**config.mk**
```make
export PLATFORM = sky130hd
export DESIGN_NAME = pll_rst_seq
export DESIGN_NICKNAME = d
export VERILOG_FILES = /design/src/rtl/pll_rst_pkg.sv /design/src/rtl/lock_sync.sv /design/src/rtl/pll_rst_seq.sv
export SDC_FILE = /design/constraint.sdc
export NUM_CORES = 1
export LEC_CHECK = 0
export BUFFER_PORTS_ARGS = -buffer_cell sky130_fd_sc_hd__buf_4
export CORE_UTILIZATION = 50
export CTS_BUF_LIST = sky130_fd_sc_hd__clkbuf_16
export CTS_CLUSTER_DIAMETER = 80
export CTS_CLUSTER_SIZE = 20
export DETAILED_ROUTE_END_ITERATION = 12
export PLACE_DENSITY = 0.76
export SLEW_MARGIN = 20
export SYNTH_ARGS = -nofsm -noshare
export SYNTH_HDL_FRONTEND = slang
export SYNTH_HIERARCHICAL = 1
export SYNTH_SLANG_ARGS = --single-unit
```
**constraint.sdc**
```tcl
create_clock -name clk -period 3.5 [get_ports clk]
set_input_delay 0.35 -clock clk [delete_from_list [all_inputs] [get_ports clk]]
set_output_delay 0.35 -clock clk [all_outputs]
set_load 0.02 [all_outputs]
```
**src/rtl/pll_rst_pkg.sv**
```systemverilog
// Shared definitions for the PLL reset/lock sequencer.
// Holds the FSM state encoding, the default parameter values and a small
// helper used to size the shared timer.
package pll_rst_pkg;

    typedef enum logic [2:0] {
        S_RESET_PLL = 3'd0,
        S_WAIT_LOCK = 3'd1,
        S_STABLE    = 3'd2,
        S_RUN       = 3'd3,
        S_FAIL      = 3'd4
    } state_e;

    localparam int DEF_RST_CYCLES   = 16;
    localparam int DEF_LOCK_TIMEOUT = 65536;
    localparam int DEF_LOCK_STABLE  = 1024;
    localparam int DEF_MAX_RETRY    = 4;
    localparam int DEF_SYNC_STAGES  = 2;

    function automatic int max3(input int a, input int b, input int c);
        int m;
        m = (a > b) ? a : b;
        return (m > c) ? m : c;
    endfunction

endpackage

```
**src/rtl/lock_sync.sv**
```systemverilog
// Multi-flop synchronizer for the asynchronous PLL lock indication.
// Ports:
//   clk    - sampling clock
//   rst_n  - asynchronous active-low reset, chain clears to 0
//   d      - asynchronous input
//   q      - synchronized output, STAGES cycles behind d
module lock_sync #(
    parameter int STAGES = 2
) (
    input  logic clk,
    input  logic rst_n,
    input  logic d,
    output logic q
);

    logic [STAGES-1:0] sync_q;
    logic [STAGES-1:0] sync_d;

    always_comb begin
        sync_d = {sync_q[STAGES-2:0], d};
    end

    always_ff @(posedge clk or negedge rst_n) begin
        if (!rst_n) begin
            sync_q <= '0;
        end else begin
            sync_q <= sync_d;
        end
    end

    assign q = sync_q[STAGES-1];

endmodule

```
**src/rtl/pll_rst_seq.sv**
```systemverilog
// PLL reset and lock-supervision sequencer.
// Holds the PLL in reset, waits for lock with a timeout and bounded retries,
// debounces lock and only then releases the system reset request. Loss of
// lock while running re-asserts the system reset and restarts the sequence.
// Ports:
//   clk        - free-running board reference clock
//   rst_n      - asynchronous active-low reset
//   pll_lock   - raw PLL lock, asynchronous
//   restart    - single-cycle soft restart request
//   pll_rst    - PLL reset, active-high, registered
//   sys_rst_n  - system reset request, active-low, registered
//   lock_fail  - high while retries are exhausted
//   retry_cnt  - failed attempts in the current sequence
//   loss_cnt   - run-time lock losses, saturating
//
// state       | meaning
// ------------+---------------------------------------------------------
// S_RESET_PLL | pll_rst held high for RST_CYCLES cycles
// S_WAIT_LOCK | pll_rst low, waiting for lock up to LOCK_TIMEOUT cycles
// S_STABLE    | lock seen, counting LOCK_STABLE consecutive lock cycles
// S_RUN       | system reset released, watching for lock loss
// S_FAIL      | retries exhausted, PLL held in reset until restart/rst_n
module pll_rst_seq
    import pll_rst_pkg::*;
#(
    parameter int RST_CYCLES   = DEF_RST_CYCLES,
    parameter int LOCK_TIMEOUT = DEF_LOCK_TIMEOUT,
    parameter int LOCK_STABLE  = DEF_LOCK_STABLE,
    parameter int MAX_RETRY    = DEF_MAX_RETRY,
    parameter int SYNC_STAGES  = DEF_SYNC_STAGES
) (
    input  logic       clk,
    input  logic       rst_n,
    input  logic       pll_lock,
    input  logic       restart,
    output logic       pll_rst,
    output logic       sys_rst_n,
    output logic       lock_fail,
    output logic [3:0] retry_cnt,
    output logic [7:0] loss_cnt
);

    localparam int TMR_MAX = max3(RST_CYCLES, LOCK_TIMEOUT, LOCK_STABLE);
    localparam int TW      = $clog2(TMR_MAX + 1);

    // Terminal counts: the timer starts at 0 on state entry, so the last
    // cycle of an N-cycle interval sees N-1.
    localparam logic [TW-1:0] RST_TC    = TW'(RST_CYCLES - 1);
    localparam logic [TW-1:0] TIMEOUT_TC = TW'(LOCK_TIMEOUT - 1);
    localparam logic [TW-1:0] STABLE_TC = TW'(LOCK_STABLE - 1);
    localparam logic [3:0]    RETRY_LIM = 4'(MAX_RETRY);

    logic          lock_s;
    state_e        state_q, state_d;
    logic [TW-1:0] timer_q, timer_d;
    logic [3:0]    retry_cnt_q, retry_cnt_d;
    logic [7:0]    loss_cnt_q, loss_cnt_d;
    logic          pll_rst_q, pll_rst_d;
    logic          sys_rst_n_q, sys_rst_n_d;
    logic          lock_fail_q, lock_fail_d;

    lock_sync #(
        .STAGES (SYNC_STAGES)
    ) u_lock_sync (
        .clk   (clk),
        .rst_n (rst_n),
        .d     (pll_lock),
        .q     (lock_s)
    );

    always_comb begin
        state_d     = state_q;
        timer_d     = timer_q;
        retry_cnt_d = retry_cnt_q;
        loss_cnt_d  = loss_cnt_q;

        if (restart) begin
            state_d     = S_RESET_PLL;
            timer_d     = '0;
            retry_cnt_d = '0;
        end else begin
            case (state_q)
                S_RESET_PLL: begin
                    if (timer_q == RST_TC) begin
                        state_d = S_WAIT_LOCK;
                        timer_d = '0;
                    end else begin
                        timer_d = timer_q + 1'b1;
                    end
                end
                S_WAIT_LOCK: begin
                    // Lock wins over a coincident timeout.
                    if (lock_s) begin
                        state_d = S_STABLE;
                        timer_d = '0;
                    end else if (timer_q == TIMEOUT_TC) begin
                        retry_cnt_d = retry_cnt_q + 4'd1;
                        timer_d     = '0;
                        if ((retry_cnt_q + 4'd1) == RETRY_LIM) begin
                            state_d = S_FAIL;
                        end else begin
                            state_d = S_RESET_PLL;
                        end
                    end else begin
                        timer_d = timer_q + 1'b1;
                    end
                end
                S_STABLE: begin
                    if (!lock_s) begin
                        state_d = S_WAIT_LOCK;
                        timer_d = '0;
                    end else if (timer_q == STABLE_TC) begin
                        state_d     = S_RUN;
                        timer_d     = '0;
                        retry_cnt_d = '0;
                    end else begin
                        timer_d = timer_q + 1'b1;
                    end
                end
                S_RUN: begin
                    if (!lock_s) begin
                        state_d = S_RESET_PLL;
                        timer_d = '0;
                        if (loss_cnt_q != 8'hFF) begin
                            loss_cnt_d = loss_cnt_q + 8'd1;
                        end
                    end
                end
                S_FAIL: begin
                    timer_d = '0;
                end
                default: begin
                    state_d = S_RESET_PLL;
                    timer_d = '0;
                end
            endcase
        end

        // Outputs are registered from the next state so each change lands
        // on the edge that enters the state.
        pll_rst_d   = (state_d == S_RESET_PLL) || (state_d == S_FAIL);
        sys_rst_n_d = (state_d == S_RUN);
        lock_fail_d = (state_d == S_FAIL);
    end

    always_ff @(posedge clk or negedge rst_n) begin
        if (!rst_n) begin
            state_q     <= S_RESET_PLL;
            timer_q     <= '0;
            retry_cnt_q <= '0;
            loss_cnt_q  <= '0;
            pll_rst_q   <= 1'b1;
            sys_rst_n_q <= 1'b0;
            lock_fail_q <= 1'b0;
        end else begin
            state_q     <= state_d;
            timer_q     <= timer_d;
            retry_cnt_q <= retry_cnt_d;
            loss_cnt_q  <= loss_cnt_d;
            pll_rst_q   <= pll_rst_d;
            sys_rst_n_q <= sys_rst_n_d;
            lock_fail_q <= lock_fail_d;
        end
    end

    assign pll_rst   = pll_rst_q;
    assign sys_rst_n = sys_rst_n_q;
    assign lock_fail = lock_fail_q;
    assign retry_cnt = retry_cnt_q;
    assign loss_cnt  = loss_cnt_q;

endmodule
```
==> run_summary.xml <==
<?xml version="1.0" encoding="UTF-8"?>
<metrics>
  <group name="pwr">
    <metric name="cellInternalPower" unit="uW">773</metric>
    <metric name="p_total" unit="uW">966</metric>
    <metric name="clock_share_of_power" unit="%">51.1</metric>
    <metric name="sequential_fraction_of_design_power" unit="%">45.5</metric>
    <metric name="p_switching" unit="uW">193</metric>
    <metric name="irDropWorstVdd" unit="uV">278</metric>
    <metric name="cellLeakagePower" unit="nW">1.07</metric>
    <metric name="share_comb_of_total_power" unit="%">3.3</metric>
    <metric name="power.switching_fraction" unit="%">20.0</metric>
    <metric name="cellPowerDensity" unit="nW/um2">405</metric>
  </group>
  <group name="worst_setup_path">
    <metric name="timing.critical_path.fanout_max" unit="">13</metric>
    <metric name="worst-r2r-setup-slack" unit="ps">690</metric>
    <metric name="crit_path_start_kind" unit="">flop</metric>
    <metric name="setup.worst_path.class" unit="">reg2reg</metric>
    <metric name="worst-endpoint-required" unit="ps">3620</metric>
    <metric name="timing.critical_path.slowest_stage_cell" unit="">sky130_fd_sc_hd__nor2_2</metric>
    <metric name="r2r-end" unit="">timer_q[13]</metric>
    <metric name="worst_reg2reg_path_depth" unit="">11</metric>
    <metric name="crit_chain" unit="">ha_1 &gt; nand3_1 &gt; nor4_1 &gt; and3_1 &gt; nand3_1 &gt; inv_1 &gt; ha_1 &gt; nor3b_1 &gt; buf_4 &gt; nor2_2 &gt; o211ai_1</metric>
    <metric name="timing.critical_path.slowest_cell_delay" unit="ps">470</metric>
    <metric name="critical_path_sink_type" unit="">flop</metric>
    <metric name="worstReg2RegStart" unit="">timer_q[0]</metric>
    <metric name="cp.arrival" unit="ps">2930</metric>
  </group>
  <group name="clocking">
    <metric name="clock_sink_count" unit="">37</metric>
    <metric name="cts.repair_timing.setup_buffer_count" unit="">0</metric>
    <metric name="numCtsBuffers" unit="">5</metric>
    <metric name="clock_latency" unit="ps">280</metric>
    <metric name="cts_hold_buf" unit="">0</metric>
    <metric name="ctsRootBufferMaster" unit="">sky130_fd_sc_hd__clkbuf_16</metric>
    <metric name="cts.htree.levels" unit="">2</metric>
    <metric name="post_cts_resize_count" unit="">0</metric>
    <metric name="cts_tree" unit="">done</metric>
    <metric name="clock_input_transition_at_the_sequential_cells_of_the_worst_setup_and_hold_paths" unit="ps">60</metric>
    <metric name="clk_path_buf_depth" unit="">2</metric>
  </group>
  <group name="global_route">
    <metric name="grt_antenna_before_repair" unit="">0</metric>
    <metric name="pin_count_of_the_biggest_net_entering_global_routing" unit="">38</metric>
    <metric name="grt_pass1_wl" unit="mm">7.37</metric>
    <metric name="groute.usage.overall" unit="%">22.2</metric>
    <metric name="first_global_vias" unit="">1622</metric>
    <metric name="gr-total-overflow" unit="">0</metric>
  </group>
  <group name="synthesis">
    <metric name="number_of_distinct_library_cells_after_synthesis" unit="">43</metric>
    <metric name="synth-warning-count" unit="">6</metric>
    <metric name="ys_seq_area_share" unit="%">45.1</metric>
    <metric name="synth_enable_flop_cells" unit="">0</metric>
    <metric name="synth_area_leaders" unit="">sky130_fd_sc_hd__dfrtp_1 (44%), sky130_fd_sc_hd__nand2_1 (7.7%), sky130_fd_sc_hd__nor2_1 (4.4%), sky130_fd_sc_hd__o21ai_1 (3.4%), sky130_fd_sc_hd__o211ai_1 (3.3%)</metric>
    <metric name="synth_nets" unit="">244</metric>
    <metric name="synth_cells" unit="">235</metric>
    <metric name="post-synth-top-area-fraction" unit="%">43.8</metric>
    <metric name="ys_async_sr_fraction" unit="%">100</metric>
    <metric name="synth_top_flop_cell" unit="">sky130_fd_sc_hd__dfrtp_1</metric>
    <metric name="synthTopCellsByCount" unit="">sky130_fd_sc_hd__nand2_1 (42), sky130_fd_sc_hd__dfrtp_1 (36), sky130_fd_sc_hd__nor2_1 (24)</metric>
    <metric name="yosysMostFrequentCell" unit="">sky130_fd_sc_hd__nand2_1</metric>
    <metric name="synthDominantAreaCellType" unit="">sky130_fd_sc_hd__dfrtp_1</metric>
    <metric name="synthesis.area" unit="um2">2050</metric>
    <metric name="syn_avg_cell_area" unit="um2">8.74</metric>
    <metric name="ys_seq_elements" unit="">37</metric>
  </group>
  <group name="die">
    <metric name="die_w" unit="um">66.1</metric>
    <metric name="die-height" unit="um">66.1</metric>
    <metric name="rows" unit="">22</metric>
    <metric name="die_area" unit="um2">4370</metric>
    <metric name="num_io_pins" unit="">19</metric>
    <metric name="initial_utilization" unit="%">54.1</metric>
    <metric name="coreArea" unit="um2">3800</metric>
  </group>
  <group name="sta">
    <metric name="finalSetupTns" unit="ps">0</metric>
    <metric name="finalCritPeriodShare" unit="%">80.2</metric>
    <metric name="max_freq" unit="MHz">356</metric>
    <metric name="final.min_clock_period" unit="ps">2810</metric>
    <metric name="setup_repair_after_global_routing_missed_its_margin" unit="">no</metric>
    <metric name="slew_headroom" unit="%">54.0</metric>
    <metric name="final-setup-viol-count" unit="">0</metric>
    <metric name="final.setup_skew" unit="ps">9.83</metric>
    <metric name="report.final.slew_viol_count" unit="">0</metric>
    <metric name="final_hold_viol_count" unit="">0</metric>
    <metric name="timing_worst_slew_pin_value" unit="ps">690</metric>
  </group>
  <group name="placement">
    <metric name="detailed_place_hpwl" unit="mm">2.74</metric>
    <metric name="port-buffer-count" unit="">18</metric>
    <metric name="routabilityCongestion" unit="">0.819</metric>
    <metric name="postPlaceCellArea" unit="um2">2220</metric>
  </group>
  <group name="drt">
    <metric name="routed_wirelength_normalized_by_instance_count" unit="um">14.0</metric>
    <metric name="drt.antenna.violating_nets" unit="">0</metric>
    <metric name="detail_route.first_pass.iterations" unit="">4</metric>
    <metric name="via_per_inst" unit="">5.68</metric>
    <metric name="vias" unit="">1711</metric>
    <metric name="drt_drc_violations_left" unit="">0</metric>
    <metric name="drt_iter0_markers" unit="">123</metric>
    <metric name="detail_route.wirelength" unit="mm">4.22</metric>
  </group>
  <group name="outcome">
    <metric name="outcome" unit="">complete, no violations</metric>
  </group>
  <group name="layout">
    <metric name="post-route-cell-area" unit="um2">2380</metric>
    <metric name="num-fill-cells" unit="">336</metric>
    <metric name="syn_to_final_growth" unit="%">16.1</metric>
    <metric name="antennaDiodeCount" unit="">0</metric>
    <metric name="nNetsFinal" unit="">261</metric>
    <metric name="drive_above_1_share" unit="%">14.6</metric>
  </group>
  <group name="job">
    <metric name="max_capacitance_violation_count" unit="">0</metric>
  </group>
  <group name="hold_path">
    <metric name="min_path_type" unit="">in2async</metric>
  </group>
</metrics>
## placed cells by master, fill, tap and decap left out, drive strengths merged, types with 4 or more instances in the layout
cell	synthesis	final
nand3	11	11
o211ai	9	9
dfrtp	36	36
and2	4	4
ha	5	5
inv	7	8
nand2	42	42
xnor2	6	6
o21ai	17	17
nor2b	4	4
nor4	4	4
or3	4	4
nand4	7	7
clkbuf	8	5
nor3	7	7
buf	2	20
nor2	25	25
a21oi	4	4
## registers in the layout (all words and copies together), names as in the netlist
name                count
u_lock_sync/sync_q      2
loss_cnt                8
timer_q                17
sys_rst_n               1
state_q                 3
pll_rst                 1
retry_cnt               4
lock_fail               1
## power by group through the flow
stage,clock network (mW),registers (mW),logic (mW)
after global routing,0.520,0.441,0.0362
after global placement,0,0.447,0.0323
after detailed placement,0,0.448,0.0325
after floorplan,0,0.447,0.0167
after CTS,0.506,0.440,0.0330
final,0.494,0.440,0.0321
## worst max-delay path: cells and delay by family, from the launching register on
kind                     cells  cell delay [ps]
AND/OR/NAND/NOR              6             1390
adder cells (fa/ha/maj)      2              410
flip-flops                   1              400
buffers and inverters        2              250
AO/OA/AOI/OAI                1              190
## per-layer routing
metal	global-route usage, %	wire (um)	part of all wire, %
met3	5.34	163	3.9
met2	35.5	1950	46
met1	29.9	2060	49
met4	6.38	39	0.92
met5	0	0	0
## through the flow
step	std cells	setup WS (ps)	utilization [%]	hold slack [ps]
5_1_grt	301	353	62.8	63.9
2_1_floorplan	235	965	-	54.4
3_3_place_gp	293	805	58.5	333
4_1_cts	301	661	62.8	45.8
3_5_place_dp	293	745	58.5	342
6_report	301	692	62.8	20.8
## how the worst max path moves through the flow
| stage | start | to | cells past startpoint |
|---|---|---|---|
| 2_1_floorplan | timer_q[0] | retry_cnt[3] | 11 |
| 3_3_place_gp | timer_q[0] | timer_q[11] | 11 |
| 3_5_place_dp | timer_q[0] | retry_cnt[3] | 11 |
| 4_1_cts | timer_q[0] | timer_q[13] | 11 |
| 5_1_grt | timer_q[0] | timer_q[13] | 11 |
| 6_report | timer_q[0] | timer_q[13] | 11 |
## layout make-up
| type | count | area (um2) | share of cell area (%) |
|---|---|---|---|
| multi-input cells | 181 | 1060 | 44.4 |
| flip-flops and latches | 37 | 927 | 38.9 |
| repair buffers | 20 | 150 | 6.30 |
| clock buffers | 5 | 125 | 5.25 |
| well taps | 48 | 60.1 | 2.52 |
| clock inverters | 3 | 37.5 | 1.57 |
| inverters | 7 | 26.3 | 1.10 |
## logic make-up after synthesis
family | share of synthesized area [%]
compound gates | 13.9
buf+inv | 3.35
xor+xnor | 3.84
mux | 1.04
flops | 45.1
simple gates | 29.7
fa+ha+maj | 3.05
No activity file was read; power rests on OpenSTA's default activity.
